--- src/rtl/gray_ptr_rx_if.sv ---
// Read-side pointer bus of the CDC FIFO: foreign-domain Gray write pointer in,
// read request in, RAM read address, Gray read pointer and status out.
interface gray_ptr_rx_if #(
  parameter int ADDR_WIDTH = 4
);
  logic [ADDR_WIDTH:0]   wr_ptr_gray_in;
  logic                  rd_en;
  logic [ADDR_WIDTH-1:0] rd_addr;
  logic [ADDR_WIDTH:0]   rd_ptr_gray;
  logic                  empty;
  logic [ADDR_WIDTH:0]   level;
  logic                  underflow;
  logic                  ptr_err;

  modport master (
    output wr_ptr_gray_in, rd_en,
    input  rd_addr, rd_ptr_gray, empty, level, underflow, ptr_err
  );

  modport slave (
    input  wr_ptr_gray_in, rd_en,
    output rd_addr, rd_ptr_gray, empty, level, underflow, ptr_err
  );
endinterface

--- src/rtl/gray_ptr_rx.sv ---
// Read-side pointer stage of the camera CDC FIFO: synchronizes the Gray write
// pointer, keeps the binary read pointer and derives empty/level/underflow.
// Optional pointer-integrity checker enabled by `GRAY_PTR_RX_CHECK_EN.
module gray_ptr_rx #(
  parameter int ADDR_WIDTH  = 4,
  parameter int SYNC_STAGES = 2
) (
  input  logic           clk,
  input  logic           rst_n,
  gray_ptr_rx_if.slave   bus
);
  localparam int PW = ADDR_WIDTH + 1;
  localparam logic [PW-1:0] PTR_ZERO = {PW{1'b0}};
  localparam logic [PW-1:0] PTR_ONE  = {{(PW-1){1'b0}}, 1'b1};

  function automatic logic [PW-1:0] gray2bin(input logic [PW-1:0] g);
    logic [PW-1:0] b;
    b = g;
    for (int i = PW - 2; i >= 0; i--) begin
      b[i] = b[i+1] ^ g[i];
    end
    return b;
  endfunction

  function automatic logic [PW-1:0] bin2gray(input logic [PW-1:0] b);
    return b ^ {1'b0, b[PW-1:1]};
  endfunction

  logic [PW-1:0] sync_r [SYNC_STAGES];
  logic [PW-1:0] wr_gray_s;
  logic [PW-1:0] wr_ptr_bin_r;
  logic [PW-1:0] rd_ptr_bin_r;
  logic [PW-1:0] rd_ptr_gray_r;
  logic [PW-1:0] next_rd_ptr_bin_s;
  logic [PW-1:0] level_s;
  logic          empty_s;
  logic          rd_acc_s;
  logic          underflow_r;
  logic          ptr_err_s;

  assign wr_gray_s = sync_r[SYNC_STAGES-1];

  // Plain flop chain on the asynchronous Gray pointer, nothing between stages.
  always_ff @(posedge clk or negedge rst_n) begin
    if (!rst_n) begin
      for (int i = 0; i < SYNC_STAGES; i++) begin
        sync_r[i] <= PTR_ZERO;
      end
    end else begin
      sync_r[0] <= bus.wr_ptr_gray_in;
      for (int i = 1; i < SYNC_STAGES; i++) begin
        sync_r[i] <= sync_r[i-1];
      end
    end
  end

  // Occupancy and read-accept decode from registered pointers.
  always_comb begin
    level_s  = wr_ptr_bin_r - rd_ptr_bin_r;
    empty_s  = (level_s == PTR_ZERO);
    rd_acc_s = bus.rd_en & ~empty_s;
    if (rd_acc_s) begin
      next_rd_ptr_bin_s = rd_ptr_bin_r + PTR_ONE;
    end else begin
      next_rd_ptr_bin_s = rd_ptr_bin_r;
    end
  end

  // Pointer registers; the Gray read pointer is taken from the next binary
  // value so it always matches rd_ptr_bin_r on the same edge.
  always_ff @(posedge clk or negedge rst_n) begin
    if (!rst_n) begin
      wr_ptr_bin_r  <= PTR_ZERO;
      rd_ptr_bin_r  <= PTR_ZERO;
      rd_ptr_gray_r <= PTR_ZERO;
      underflow_r   <= 1'b0;
    end else begin
      wr_ptr_bin_r  <= gray2bin(wr_gray_s);
      rd_ptr_bin_r  <= next_rd_ptr_bin_s;
      rd_ptr_gray_r <= bin2gray(next_rd_ptr_bin_s);
      underflow_r   <= bus.rd_en & empty_s;
    end
  end

`ifdef GRAY_PTR_RX_CHECK_EN
  localparam logic [PW-1:0] LEVEL_MAX = {1'b1, {ADDR_WIDTH{1'b0}}};

  function automatic logic multi_bit(input logic [PW-1:0] d);
    return (d & (d - PTR_ONE)) != PTR_ZERO;
  endfunction

  logic [PW-1:0] wr_gray_prev_r;
  logic          ptr_err_r;
  logic          gray_jump_s;
  logic          level_ovf_s;

  // A legal Gray stream moves at most one bit per sample.
  always_comb begin
    gray_jump_s = multi_bit(wr_gray_s ^ wr_gray_prev_r);
    level_ovf_s = (level_s > LEVEL_MAX);
  end

  // Sticky error flag, cleared only by reset.
  always_ff @(posedge clk or negedge rst_n) begin
    if (!rst_n) begin
      wr_gray_prev_r <= PTR_ZERO;
      ptr_err_r      <= 1'b0;
    end else begin
      wr_gray_prev_r <= wr_gray_s;
      if (gray_jump_s || level_ovf_s) begin
        ptr_err_r <= 1'b1;
      end else begin
        ptr_err_r <= ptr_err_r;
      end
    end
  end

  assign ptr_err_s = ptr_err_r;
`else
  assign ptr_err_s = 1'b0;
`endif

  assign bus.rd_addr     = rd_ptr_bin_r[ADDR_WIDTH-1:0];
  assign bus.rd_ptr_gray = rd_ptr_gray_r;
  assign bus.empty       = empty_s;
  assign bus.level       = level_s;
  assign bus.underflow   = underflow_r;
  assign bus.ptr_err     = ptr_err_s;
endmodule

--- src/flat_wrapper.sv ---
// flat-port wrapper written by rule: the top's interface ports become plain ports
module gray_ptr_rx_flat 
#(
  parameter int ADDR_WIDTH  = 4,
  parameter int SYNC_STAGES = 2
)
  (clk, rst_n, bus_wr_ptr_gray_in, bus_rd_en, bus_rd_addr, bus_rd_ptr_gray, bus_empty, bus_level, bus_underflow, bus_ptr_err);
  gray_ptr_rx_if #(.ADDR_WIDTH(ADDR_WIDTH)) bus_i ();
  input  logic clk;
  input  logic rst_n;
  input wire logic [$bits(bus_i.wr_ptr_gray_in)-1:0] bus_wr_ptr_gray_in;
  input wire logic [$bits(bus_i.rd_en)-1:0] bus_rd_en;
  output wire logic [$bits(bus_i.rd_addr)-1:0] bus_rd_addr;
  output wire logic [$bits(bus_i.rd_ptr_gray)-1:0] bus_rd_ptr_gray;
  output wire logic [$bits(bus_i.empty)-1:0] bus_empty;
  output wire logic [$bits(bus_i.level)-1:0] bus_level;
  output wire logic [$bits(bus_i.underflow)-1:0] bus_underflow;
  output wire logic [$bits(bus_i.ptr_err)-1:0] bus_ptr_err;
  assign bus_i.wr_ptr_gray_in = bus_wr_ptr_gray_in;
  assign bus_i.rd_en = bus_rd_en;
  assign bus_rd_addr = bus_i.rd_addr;
  assign bus_rd_ptr_gray = bus_i.rd_ptr_gray;
  assign bus_empty = bus_i.empty;
  assign bus_level = bus_i.level;
  assign bus_underflow = bus_i.underflow;
  assign bus_ptr_err = bus_i.ptr_err;
  gray_ptr_rx #(.ADDR_WIDTH(ADDR_WIDTH), .SYNC_STAGES(SYNC_STAGES)) u_core (.clk(clk), .rst_n(rst_n), .bus(bus_i));
endmodule
--- config.mk ---
export PLATFORM = sky130hd
export DESIGN_NAME = gray_ptr_rx_flat
export DESIGN_NICKNAME = d
export VERILOG_FILES = /design/src/rtl/gray_ptr_rx_if.sv /design/src/rtl/gray_ptr_rx.sv /design/src/flat_wrapper.sv
export SDC_FILE = /design/constraint.sdc
export NUM_CORES = 1
export LEC_CHECK = 0
export BUFFER_PORTS_ARGS = -buffer_cell sky130_fd_sc_hd__buf_4
export CORE_MARGIN = 4
export CORE_UTILIZATION = 45
export CTS_BUF_LIST = sky130_fd_sc_hd__clkbuf_4 sky130_fd_sc_hd__clkbuf_8
export CTS_CLUSTER_DIAMETER = 60
export CTS_CLUSTER_SIZE = 14
export DETAILED_ROUTE_END_ITERATION = 10
export PLACE_DENSITY = 0.66
export SLEW_MARGIN = 40
export SYNTH_ARGS = -nofsm -noshare
export SYNTH_HDL_FRONTEND = slang
export SYNTH_SLANG_ARGS = --single-unit
--- constraint.sdc ---
create_clock -name clk -period 5.05 [get_ports clk]
set_input_delay 0.7575 -clock clk [delete_from_list [all_inputs] [get_ports clk]]
set_output_delay 0.7575 -clock clk [all_outputs]
set_load 0.03 [all_outputs]
Yosys cells after proc, flatten, opt, wreduce, memory -nomap -nowiden
Index checks and enable logic that the tools add are counted.

Add/subtract/negate cells: 2. Mux-type cells: 1. Bitwise logic cells: 8. Reductions and logical operators: 1.

Operators by type and width (count): adder 5 x 1 -> 5 bit (second input constant) (1); zero test 5 bit (1); 2-to-1 mux 5 bit (1); subtractor 5 bit (1); XOR 5 x 4 -> 5 bit (1); XOR 1 bit (4); AND 1 bit (2); inverter 1 bit (1).

Register bits after elaboration: 26. Input bits: 8. Output and inout port bits: 17. Word-level logic and storage cells: 18.

Longest topological paths before layout
Depth after elaboration: 6. Mapped depth: 10. Mapped depth without buffers: 10.

Worst setup path before layout
OpenSTA, ideal clock, no wires.

Kind: reg-to-output. Start point: register u_core.rd_ptr_bin_r[0]. End point: output port bus_empty. Arrival: 2.448 ns. Data required time: 4.293 ns. Slack: 1.845 ns. Cell stages (with the launch flop): 8. Path buffers: 0. Cell sequence: dfrtp_1 -> ha_1 -> fa_1 -> nand2b_1 -> a21oi_1 -> xor2_1 -> inv_2 -> nor3_2.

Longest elaborated chain between the ends: 2.

Ends and longest elaborated chain: start, declared (RTL line gray_ptr_rx.sv:32) `logic [PW-1:0] rd_ptr_bin_r;`; start signal, assigned (RTL line gray_ptr_rx.sv:79) `rd_ptr_bin_r <= next_rd_ptr_bin_s;`; subtractor 5 bit (RTL line gray_ptr_rx.sv:59) `level_s = wr_ptr_bin_r - rd_ptr_bin_r;`; via bus_level[4] (RTL line flat_wrapper.sv:16) `output wire logic [$bits(bus_i.level)-1:0] bus_level;`; zero test 5 bit (RTL line gray_ptr_rx.sv:60) `empty_s = (level_s == PTR_ZERO);`; end, declared (RTL line flat_wrapper.sv:15) `output wire logic [$bits(bus_i.empty)-1:0] bus_empty;`.

The timed path passes the listed nets, and every way through them passes these cells.

Worst setup path in the final report
Start point: register u_core.rd_ptr_bin_r[0]. End point: output port bus_empty.

Longest elaborated chain between the ends: 2.

Ends and longest elaborated chain (RTL line): subtractor 5 bit (gray_ptr_rx.sv:59); zero test 5 bit (gray_ptr_rx.sv:60).

No other way between the ends.

==> results summary <==
The clock tree root buffer cell is clkbuf_4. The category of the critical setup timing path is reg -> out. The detail-routed via count per cell came out at between 4 and 5.

The die height came out at 57.33 µm. The routed layout has 695 vias. The number of nets with antenna violations after routing is 0.

The number of levels in the clock H-tree came out at 1. Setup violations remaining at the end of the flow were counted as 0. The worst setup path is launched from a flip-flop. Across all register-to-register paths, the minimum setup slack is approximately 2.4 ns. The diode insertion count for antenna repair came out at 0. The sum of buffers and inverters on the critical path is 2. The length of the first detailed-routing pass in iterations is 4. TritonCTS built the clock tree.

The sequential fraction of the synthesis area came out at 0.5714. In this run the count of I/O pins placed on the die edge is 25. Clock-pin slew was measured on the worst setup and hold paths at 0.14 ns. The final-layout setup total negative slack came out at 0 ns. After synthesis the netlist holds a flip-flop and latch count of 25. The total nets after synthesis came out at 104. The netlist area before placement is 1095 µm².

The overall die area came out at 3286 µm². The initial antenna violation count came out at 0. The number of buffers between clock root and the deepest sink came out at 2.

In this design, the largest share of critical-path delay is due to adder cells. The post-CTS resize count is 0. The routed length per placed instance is 11.83 µm. The count of distinct cell types in the synthesized netlist came out at 25. The worst min-delay path class is in -> async. The sequential cell area is 625.6 µm².

The number of DRC violations after detailed routing is 0. The width of the chip is between 50 and 60 µm. Across the run, the number of max-cap violations was 0.

The number of inserted filler cells in the final layout is about 200. The clock sink count came out at 25. Across the routed clock network, the largest skew measured is 0.003221 ns. STA puts the critical path data arrival time at 2.67 ns. Synthesis produced 90 cells. The area of the core came out at between 2000 and 2500 µm². For this run, the post-layout net count is 131. For this run, the slowest stage of the critical path takes roughly 0.48 ns. The DRC violation total after the first TritonRoute iteration is 19. The final instance count without filler cells came out at 144.

The starting density of the core came out at 0.4856. The number of hold violations in the final report came to 0. In this run the critical register-to-register path is launched from u_core.rd_ptr_bin_r[0].

The endpoint kind of the worst setup timing path is a primary output. The proportion of layout cells with a drive suffix above 1 came out at 0.2672. Entering global routing, the biggest net connects 26 pins. The number of global-route vias before repair was 643.

After detailed routing, the total wire length is 1.704 mm. The worst path needs 3.431 ns of the cycle, external delays included. The worst register-to-register path ends at u_core.rd_ptr_bin_r[1].

The final clock period utilization by the worst path is 0.6795. After detailed routing, no signal wire sits above met4. Summed over all nets, wire length on met3 after detailed routing comes to 171 µm.

Data on the critical path is required at its endpoint by 4.29 ns. The overflow left after global routing is 0. At the end of routability-driven placement, the weighted congestion stood at 0.8199.

Along the worst path, the maximum fanout reaches 6. The final number of max-transition violations is 0. The first global-routing pass estimated 2.884 mm of wire. The synthesis-to-finish area growth is 21.14%.

The all-layer global routing usage is 0.1156. Setup repair after global routing left no endpoint under its margin. The routed length on met2 is 822 µm. The library cell used most frequently in the layout, excluding fill and tap cells, is dfrtp_1. The number of buffers inserted by port buffering is 23. The cell total after placement is 140. The warning count from the yosys run came out at 0. The number of cells on the worst reg-to-reg path came out at 8. The floorplan row count is 17. The routed length on met1 came out at about 700 µm. The area taken by multi-input logic gates came out at around 420 µm². The hold-fix buffer count after cts is 0.

The insertion delay of the later-clocked pin in the worst-skew pair came out at 0.32 ns. Clock tree synthesis inserted a total of 3 buffers. Walking the worst path, the cells encountered are ha_1 -> fa_1 -> nand2b_1 -> a21oi_1 -> xor2_1 -> inv_2 -> nor3_2 -> buf_4. Static timing analysis puts the maximum clock frequency at 291.4 MHz.

The post-CTS setup buffer count is 0. The post-DP HPWL is 1.292 mm. Leaving out fill and tap cells, the most frequent cells in the layout are dfrtp_1 (25), buf_4 (23), inv_1 (10), xnor2_1 (10), xor2_1 (7).

The largest individual stage delay along the critical path comes from the cell dfrtp_1. The run finished with clean final reports. The average footprint of a synthesized cell is 12.16 µm².
-- flip-flops by register name (all words and copies together), names as in the netlist --
signal and count:
u_core.wr_gray_s 5, u_core.bus.rd_ptr_gray 4, u_core.bus.underflow 1, u_core.sync_r 5, u_core.wr_ptr_bin_r 5, u_core.rd_ptr_bin_r 5
-- worst reg2reg max path, stage by stage, from the launching register on --
cell      delay (ns)
dfrtp_1         0.48
ha_1            0.25
fa_1            0.39
nand2b_1        0.15
a21oi_1         0.15
xor2_1          0.29
inv_2           0.11
o31ai_4         0.36
mux2_2          0.38
-- area by class of cell --
cell class | instances | share of cell area
clock buffers | 3 | 0.01698
clock inverters | 1 | 0.006604
inverters | 11 | 0.03113
multi-input cells | 53 | 0.3170
flip-flops and latches | 25 | 0.4717
well taps | 28 | 0.02642
repair buffers | 23 | 0.1302
-- synth_stat cells --
master,count,area [µm²]
xor2_1,7,61.31
o22ai_1,2,12.51
a21oi_1,3,15.01
conb_1,1,3.750
buf_4,1,7.510
nand2_1,3,11.26
a31oi_1,2,12.51
o21ai_0,1,5.000
dfrtp_1,25,625.6
inv_2,1,3.750
mux2_2,1,11.26
xnor2_1,10,87.58
and3_1,1,6.260
nor3_2,1,10.01
and2_1,1,6.260
nand3_1,2,10.01
o31ai_4,1,21.27
mux2i_1,2,20.02
ha_1,5,62.56
fa_1,1,20.02
nand2b_1,2,12.51
inv_1,10,37.54
nor3_1,2,10.01
nor2_1,4,15.01
nor4_1,1,6.260
-- per-layer routing --
layer | vias to the layer above | GRT usage
met5 | - | 0
met4 | 0 | 0.01987
met3 | 2 | 0.05430
met2 | 29 | 0.2007
met1 | 325 | 0.1317
li1 | 339 | -
-- worst max-delay path by stage --
stage                                 startpoint   endpoint  slack [ns]  cells after the start
final                     u_core.rd_ptr_bin_r[0]  bus_empty        1.62                      8
after global routing      u_core.rd_ptr_bin_r[0]  bus_empty        1.42                      8
after CTS                 u_core.rd_ptr_bin_r[0]  bus_empty        1.61                      8
after detailed placement  u_core.rd_ptr_bin_r[0]  bus_empty        2.01                      8
after global placement    u_core.rd_ptr_bin_r[0]  bus_empty        2.07                      8
after floorplan           u_core.rd_ptr_bin_r[0]  bus_empty        1.84                      7
-- stage by stage --
step / area [µm²] / setup WS (ns) / hold WS (ns) / util
after floorplan: 1095 / 1.845 / 0.3312 / -
after global placement: 1295 / 2.074 / 0.3320 / 0.5744
after detailed placement: 1295 / 2.014 / 0.3347 / 0.5744
after CTS: 1326 / 1.610 / 0.3113 / 0.5882
after global routing: 1326 / 1.419 / 0.2930 / 0.5882
final: 1326 / 1.619 / 0.3043 / 0.5882
-- cells by family after synthesis --
group,after synthesis,synth area share
buf+inv,12,0.04457
flops,25,0.5714
simple gates,17,0.08001
fa+ha+maj,6,0.07543
mux,3,0.02857
other cells,1,0.003425
compound gates,9,0.06056
xor+xnor,17,0.1360
Power is not shown: default switching activity piles up to over one toggle a cycle in this logic, so the estimate is an artifact.
